==> config.mk <==
export PLATFORM = sky130hd
export DESIGN_NAME = target_led_track_flat
export DESIGN_NICKNAME = d
export VERILOG_FILES = /design/src/rtl/track_pkg.sv /design/src/rtl/target_led_track_if.sv /design/src/rtl/track_tick_gen.sv /design/src/rtl/target_led_track.sv /design/src/flat_wrapper.sv
export SDC_FILE = /design/constraint.sdc
export NUM_CORES = 1
export LEC_CHECK = 0
export ABC_AREA = 1
export CAP_MARGIN = 20
export CORE_MARGIN = 2
export CORE_UTILIZATION = 60
export DETAILED_ROUTE_END_ITERATION = 8
export GPL_TIMING_DRIVEN = 0
export PLACE_DENSITY = 0.79
export SLEW_MARGIN = 20
export SYNTH_ARGS = -nofsm -noshare
export SYNTH_HDL_FRONTEND = slang
export SYNTH_SLANG_ARGS = --single-unit
==> constraint.sdc <==
create_clock -name clk -period 7.6 [get_ports clk]
set_input_delay 1.52 -clock clk [delete_from_list [all_inputs] [get_ports clk]]
set_output_delay 1.52 -clock clk [all_outputs]
set_load 0.01 [all_outputs]
==> src/rtl/track_pkg.sv <==
// Shared types and helpers for the LED-bar sprite mover: mode encoding,
// LFSR feedback taps and the sprite mask builder.
package track_pkg;

  typedef enum logic [1:0] {
    MODE_SEQ    = 2'b00,
    MODE_RAND   = 2'b01,
    MODE_BOUNCE = 2'b10,
    MODE_RSVD   = 2'b11
  } track_mode_e;

  localparam logic [15:0] LFSR_TAPS = 16'hB400;

  // Bits pos-w+1..pos set, clipped to an n-LED bar (n <= 64).
  function automatic logic [63:0] sprite_mask(int pos, int w, int n);
    logic [63:0] m;
    m = '0;
    for (int i = 0; i < 64; i++)
      if (i < n && i <= pos && i > pos - w) m[i] = 1'b1;
    return m;
  endfunction

endpackage

==> src/rtl/target_led_track_if.sv <==
// Control and display bundle of the sprite mover; the game logic is the
// master, target_led_track is the slave.
interface target_led_track_if #(
  parameter int N_LED = 16
);
  logic [1:0]               mode_sel;
  logic                     mode_wr;
  logic                     hold;
  logic [$clog2(N_LED)-1:0] pos;
  logic [N_LED-1:0]         led;
  logic                     moved;
  logic [2:0]               level;

  modport master (output mode_sel, mode_wr, hold, input pos, led, moved, level);
  modport slave  (input mode_sel, mode_wr, hold, output pos, led, moved, level);
endinterface

==> src/rtl/track_tick_gen.sv <==
// Move prescaler: pulses tick once every thr clocks, frozen while hold is
// high and restarted from zero by clr.
module track_tick_gen #(
  parameter int CNT_W = 8
) (
  input  logic             clk,
  input  logic             rst,
  input  logic [CNT_W-1:0] thr,
  input  logic             hold,
  input  logic             clr,
  output logic             tick
);
  logic [CNT_W-1:0] cnt_q, cnt_d;

  always_comb begin
    tick  = (cnt_q == thr - CNT_W'(1)) && !hold;
    cnt_d = cnt_q;
    if (clr || tick) cnt_d = '0;
    else if (!hold)  cnt_d = cnt_q + CNT_W'(1);
  end

  always_ff @(posedge clk or posedge rst) begin
    if (rst) cnt_q <= '0;
    else     cnt_q <= cnt_d;
  end
endmodule

==> src/rtl/target_led_track.sv <==
// LED-bar sprite mover: SEQ / LFSR-random / BOUNCE position update once per
// prescaler tick. Define TRACK_SPEEDUP_EN to halve the move period per level.
module target_led_track
  import track_pkg::*;
#(
  parameter int          N_LED         = 16,
  parameter int          SPRITE_W      = 3,
  parameter int          STEP          = 2,
  parameter int          TICK_DIV      = 50_000_000,
  parameter logic [15:0] LFSR_SEED     = 16'hACE1,
  parameter int          SPEEDUP_MOVES = 8,
  parameter int          MAX_LEVEL     = 4
) (
  input logic              clk,
  input logic              rst,
  target_led_track_if.slave bus
);
  localparam int PW      = $clog2(N_LED);
  localparam int SW      = PW + 2;
  localparam int CNT_W   = $clog2(TICK_DIV + 1);
  localparam int POS_MIN = SPRITE_W - 1;
  localparam int POS_MAX = N_LED - 1;
  localparam int RANGE   = POS_MAX - POS_MIN + 1;

  localparam logic signed [SW-1:0] MIN_S   = SW'(POS_MIN);
  localparam logic signed [SW-1:0] MAX_S   = SW'(POS_MAX);
  localparam logic signed [SW-1:0] STEP_S  = SW'(STEP);
  localparam logic [PW-1:0]        MIN_U   = PW'(POS_MIN);
  localparam logic [PW-1:0]        MAX_U   = PW'(POS_MAX);
  localparam logic [15:0]          RANGE_U = 16'(RANGE);

  if (N_LED < SPRITE_W + 1 || SPRITE_W < 1 || STEP < 1 || STEP > N_LED - SPRITE_W ||
      TICK_DIV < 2 || LFSR_SEED == 16'h0 || N_LED > 64 || MAX_LEVEL > 7 ||
      SPEEDUP_MOVES < 1) begin : g_bad_cfg
    $error("target_led_track: illegal parameter set");
  end

  track_mode_e      mode_q, mode_d;
  logic             dir_up_q, dir_up_d;
  logic [PW-1:0]    pos_q, pos_d;
  logic             moved_q, moved_d;
  logic [15:0]      lfsr_q, lfsr_d;
  logic [CNT_W-1:0] thr;
  logic             tick;

  track_tick_gen #(.CNT_W(CNT_W)) u_tick (
    .clk  (clk),
    .rst  (rst),
    .thr  (thr),
    .hold (bus.hold),
    .clr  (bus.mode_wr),
    .tick (tick)
  );

`ifdef TRACK_SPEEDUP_EN
  localparam int MC_W = $clog2(SPEEDUP_MOVES + 1);
  logic [MC_W-1:0] mcnt_q, mcnt_d;
  logic [2:0]      level_q, level_d;

  always_comb begin
    mcnt_d  = mcnt_q;
    level_d = level_q;
    if (bus.mode_wr) begin
      mcnt_d  = '0;
      level_d = '0;
    end else if (tick) begin
      if (mcnt_q == MC_W'(SPEEDUP_MOVES - 1)) begin
        mcnt_d = '0;
        if (level_q < 3'(MAX_LEVEL)) level_d = level_q + 3'd1;
      end else begin
        mcnt_d = mcnt_q + MC_W'(1);
      end
    end
  end

  always_ff @(posedge clk or posedge rst) begin
    if (rst) begin
      mcnt_q  <= '0;
      level_q <= '0;
    end else begin
      mcnt_q  <= mcnt_d;
      level_q <= level_d;
    end
  end

  assign thr       = CNT_W'(TICK_DIV) >> level_q;
  assign bus.level = level_q;
`else
  assign thr       = CNT_W'(TICK_DIV);
  assign bus.level = 3'd0;
`endif

  // Widened signed copies so pos +/- STEP can be range-checked without wrap.
  logic signed [SW-1:0] pos_s, up_s, dn_s;
  logic [PW-1:0]        cand;

  always_comb begin
    pos_s    = $signed({2'b00, pos_q});
    up_s     = pos_s + STEP_S;
    dn_s     = pos_s - STEP_S;
    cand     = MIN_U + PW'(lfsr_q % RANGE_U);
    lfsr_d   = {1'b0, lfsr_q[15:1]} ^ (lfsr_q[0] ? LFSR_TAPS : 16'h0000);
    mode_d   = mode_q;
    dir_up_d = dir_up_q;
    pos_d    = pos_q;
    moved_d  = 1'b0;
    if (bus.mode_wr) begin
      mode_d   = track_mode_e'(bus.mode_sel);
      dir_up_d = 1'b1;
    end else if (tick) begin
      moved_d = 1'b1;
      case (mode_q)
        MODE_RAND: begin
          if (cand != pos_q)       pos_d = cand;
          else if (pos_q == MAX_U) pos_d = MIN_U;
          else                     pos_d = pos_q + PW'(1);
        end
        MODE_BOUNCE: begin
          if (dir_up_q) begin
            if (up_s > MAX_S) begin
              pos_d    = MAX_U;
              dir_up_d = 1'b0;
            end else begin
              pos_d = up_s[PW-1:0];
            end
          end else begin
            if (dn_s < MIN_S) begin
              pos_d    = MIN_U;
              dir_up_d = 1'b1;
            end else begin
              pos_d = dn_s[PW-1:0];
            end
          end
        end
        default: pos_d = (up_s > MAX_S) ? MIN_U : up_s[PW-1:0];
      endcase
    end
  end

  always_ff @(posedge clk or posedge rst) begin
    if (rst) begin
      mode_q   <= MODE_SEQ;
      dir_up_q <= 1'b1;
      pos_q    <= MIN_U;
      moved_q  <= 1'b0;
      lfsr_q   <= LFSR_SEED;
    end else begin
      mode_q   <= mode_d;
      dir_up_q <= dir_up_d;
      pos_q    <= pos_d;
      moved_q  <= moved_d;
      lfsr_q   <= lfsr_d;
    end
  end

  logic [63:0] mask_full;
  logic        unused_mask;
  always_comb mask_full = sprite_mask(int'(pos_q), SPRITE_W, N_LED);
  assign unused_mask = |mask_full;

  assign bus.led   = mask_full[N_LED-1:0];
  assign bus.pos   = pos_q;
  assign bus.moved = moved_q;
endmodule

==> src/flat_wrapper.sv <==
// flat-port wrapper written by rule: the top's interface ports become plain ports
module target_led_track_flat import track_pkg::*;
#(
  parameter int          N_LED         = 16,
  parameter int          SPRITE_W      = 3,
  parameter int          STEP          = 2,
  parameter int          TICK_DIV      = 50_000_000,
  parameter logic [15:0] LFSR_SEED     = 16'hACE1,
  parameter int          SPEEDUP_MOVES = 8,
  parameter int          MAX_LEVEL     = 4
)
  (clk, rst, bus_mode_sel, bus_mode_wr, bus_hold, bus_pos, bus_led, bus_moved, bus_level);
  target_led_track_if #(.N_LED(N_LED)) bus_i ();
  input logic clk;
  input logic rst;
  input wire logic [$bits(bus_i.mode_sel)-1:0] bus_mode_sel;
  input wire logic [$bits(bus_i.mode_wr)-1:0] bus_mode_wr;
  input wire logic [$bits(bus_i.hold)-1:0] bus_hold;
  output wire logic [$bits(bus_i.pos)-1:0] bus_pos;
  output wire logic [$bits(bus_i.led)-1:0] bus_led;
  output wire logic [$bits(bus_i.moved)-1:0] bus_moved;
  output wire logic [$bits(bus_i.level)-1:0] bus_level;
  assign bus_i.mode_sel = bus_mode_sel;
  assign bus_i.mode_wr = bus_mode_wr;
  assign bus_i.hold = bus_hold;
  assign bus_pos = bus_i.pos;
  assign bus_led = bus_i.led;
  assign bus_moved = bus_i.moved;
  assign bus_level = bus_i.level;
  target_led_track #(.N_LED(N_LED), .SPRITE_W(SPRITE_W), .STEP(STEP), .TICK_DIV(TICK_DIV), .LFSR_SEED(LFSR_SEED), .SPEEDUP_MOVES(SPEEDUP_MOVES), .MAX_LEVEL(MAX_LEVEL)) u_core (.clk(clk), .rst(rst), .bus(bus_i));
endmodule
==> flow_metrics.py <==
metrics = {
    "outcome": {
        "run_status": "finished, final reports clean",
    },
    "synthesis": {
        "synth_ff_type": "dfrtp_1",
        "avgSynthCellArea_um2": 6.77,
        "synth_cells": 574,
        "ys_warn_count": 0,
        "synth_top_family_by_area": "simple AND/OR/NAND/NOR gates",
        "synth.distinct_cells": 44,
        "synth_adder_area_share": 0.0483,
        "synthArstFlopShare": 1.00,
        "synth_seq_cells": 50,
        "syn-cell-area_um2": 3890,
        "yosys.area_share.xor_xnor": 0.0270,
        "synth_edf_count": 0,
        "synth.area.mux_share": 0,
        "synthSimpleGateAreaFrac": 0.350,
        "synth_compound_area_frac": 0.139,
        "yosysSeqAreaShare": 0.325,
    },
    "grt": {
        "grt_max_degree": 29,
        "grtUsageTotal": 0.250,
        "grt_antenna_before_repair": 0,
        "grt_overflow": 0,
        "grt_pass1_vias": 3624,
        "grt_first_pass_wirelength_um": 14900,
    },
    "die": {
        "rows": 29,
        "num_io_pins": 30,
        "die_h_um": 84.5,
        "die_x_um": 84.5,
        "core_um2": 6310,
        "die-area_um2": 7140,
        "start_util": 0.616,
    },
    "setup_path": {
        "crit_path_frequent_cell": "nand2_1",
        "cp.required_ns": 7.81,
        "reg2reg_to": "u_core.bus.pos[2]",
        "critPathKind": "reg -> reg",
        "endpoint": "u_core.bus.pos[2]",
        "cp_max_fo": 7,
        "cp-start-kind": "flop",
        "worst_path_largest_cell_delay_ns": 0.60,
        "rr_worst_depth": 50,
        "slowest_stage": "dfstp_2",
        "critPathCaptureType": "flop",
        "crit_start": "u_core.lfsr_q[15]",
        "reg2reg_slack_ns": 2.15,
        "r2r_start": "u_core.lfsr_q[15]",
        "arrival_ns": 5.66,
    },
    "sta": {
        "period_needed_ns": 5.45,
        "period_share": 0.718,
        "finalHoldViolations": 0,
        "relSlewSlack": 0.577,
        "tns_ns": 0,
        "tightest_slew_ns": 0.634,
        "finalWorstSetupSlack_ns": 2.15,
        "setup_violations": 0,
        "max_freq_mhz": 183,
        "finalClockSkew_ns": 0.00858,
        "slew_violations": 0,
        "rsz0062_at_grt": "no",
    },
    "detailed_routing": {
        "vias": 3765,
        "initialDrtViolationCount": 177,
        "wl_per_cell_um": 12.3,
        "dr.pass1.iters": 5,
        "routed_wl_um": 8490,
        "via_per_inst": 5.47,
        "drtAntennaViolNets": 0,
        "drc": 0,
    },
    "clocking": {
        "cts_tree": "yes",
        "postCtsSetupBuffers": 0,
        "clk_latency_ns": 0.31,
        "numCtsBuffers": 5,
        "cts.reportedPaths.clkPinSlew_ns": 0.10,
        "cts_resized": 0,
        "hold_buffers": 0,
        "root_buffer": "clkbuf_8",
        "cts_sinks": 50,
        "htreeDepth": 2,
        "clockBufferDepth": 2,
    },
    "cells_and_area": {
        "design_area_um2": 4400,
        "final_util": 0.697,
        "area.growth.synth_to_final_pct": 13.1,
        "antenna_cells": 0,
        "drive_gt1_frac": 0.110,
        "nets": 631,
        "layout_common_cells": "131 x nand2_1, 86 x inv_1, 47 x nor2_1",
        "layout_commonest_cell": "nand2_1",
    },
    "placement": {
        "pre_cts_ws_ns": 2.17,
        "hpwl_um": 6660,
        "io_buffers": 26,
        "dpl_cell_area_um2": 4280,
        "routabilityCongestion": 0.985,
    },
    "hold_path": {
        "hold_path.class": "reg -> reg",
    },
    "power_and_ir_drop": {
        "irDropWorstVdd_uv": 123,
        "p_leak_nw": 2.05,
        "p_per_area_nw_per_um2": 113,
    },
    "run": {
        "maxCapViolCount": 0,
    },
}
## state kept, by name (all words and copies together), names as in the netlist
name	count
u_core.mode_q	2
u_core.bus.pos	4
u_core.bus.moved	1
u_core.u_tick.cnt_q	26
u_core.lfsr_q	16
u_core.dir_up_q	1
## metal layers
layer / routed length [um] / global-route usage / vias to the layer above
li1: - / - / 1943
met1: 3650 / 0.295 / 1710
met2: 4350 / 0.464 / 90
met3: 311 / 0.0315 / 22
met4: 187 / 0.0866 / 0
met5: 0 / 0 / -
## through the flow
| step | std cells | hold WS (ns) | power (W) |
|---|---|---|---|
| floorplan | 576 | 0.374 | 0.000296 |
| global placement | 679 | 0.384 | 0.000304 |
| detailed placement | 680 | 0.382 | 0.000307 |
| CTS | 688 | 0.398 | 0.000501 |
| global route | 688 | 0.408 | 0.000516 |
| finish | 688 | 0.396 | 0.000498 |
## final cells by class
| cell class | count | area (um^2) |
|---|---|---|
| Tap cell | 77 | 96.3 |
| Fill cell | 543 | 1920 |
| Multi-Input combinational cell | 417 | 2210 |
| Clock buffer | 5 | 68.8 |
| Clock inverter | 3 | 48.8 |
| Timing Repair Buffer | 27 | 288 |
| Sequential cell | 50 | 1260 |
| Buffer | 10 | 50.0 |
| Inverter | 99 | 375 |
## cell usage after synthesis, types with 2 or more instances
cell type	count	area [um^2]
nand2_1	131	492
inv_1	87	327
nor2_1	47	176
nand3_1	44	220
dfrtp_1	40	1000
a21oi_1	31	155
o21ai_0	23	115
nor3_1	21	105
nand2_2	19	119
nand4_1	16	100
ha_1	15	188
xor2_1	11	96.3
dfstp_2	10	263
inv_2	8	30.0
o21ai_1	7	35.0
a31oi_1	6	37.5
clkbuf_1	6	22.5
nand3_2	6	60.1
a221oi_1	5	43.8
o21a_1	4	30.0
buf_4	3	22.5
nor2_2	3	18.8
a211oi_1	2	15.0
a21oi_2	2	17.5
a311oi_1	2	17.5
a41oi_1	2	17.5
clkinv_1	2	7.51
nand3b_1	2	15.0
nor2_4	2	22.5
nor4_1	2	12.5
o211ai_1	2	15.0
## power by group
group	switching [W]	internal, W
registers	0.00000125	0.000268
clock network	0.0000963	0.000100
logic	0.0000207	0.0000112
total	0.000118	0.000380
## cell families (layout without fill, tap and decap cells)
| group | Yosys count | in the layout |
|---|---|---|
| other | 1 | 3 |
| AOI/OAI and AO/OA | 91 | 91 |
| adders and majority gates | 15 | 15 |
| and+or+nand+nor | 296 | 296 |
| buffers and inverters | 109 | 144 |
| xor gates and xnor gates | 12 | 12 |
| DFF | 50 | 50 |
## how the worst min path moves through the flow
| stage | from | endpoint | slack (ns) | cells after the start |
|---|---|---|---|---|
| after floorplan | u_core.lfsr_q[7] | u_core.lfsr_q[6] | 0.37 | 0 |
| after global routing | u_core.lfsr_q[7] | u_core.lfsr_q[6] | 0.41 | 0 |
| final | u_core.lfsr_q[7] | u_core.lfsr_q[6] | 0.40 | 0 |
| after global placement | u_core.lfsr_q[7] | u_core.lfsr_q[6] | 0.38 | 0 |
| after CTS | u_core.lfsr_q[7] | u_core.lfsr_q[6] | 0.40 | 0 |
| after detailed placement | u_core.lfsr_q[7] | u_core.lfsr_q[6] | 0.38 | 0 |
## worst max-delay path, delay by kind of cell, from the launching register on
kind,cells,cell delay (ns)
AOI/OAI and AO/OA,4,0.56
adders and majority gates,2,0.47
buffers and inverters,5,0.26
DFF,1,0.60
and+or+nand+nor,39,3.47
(Power assumes the default switching activity.)
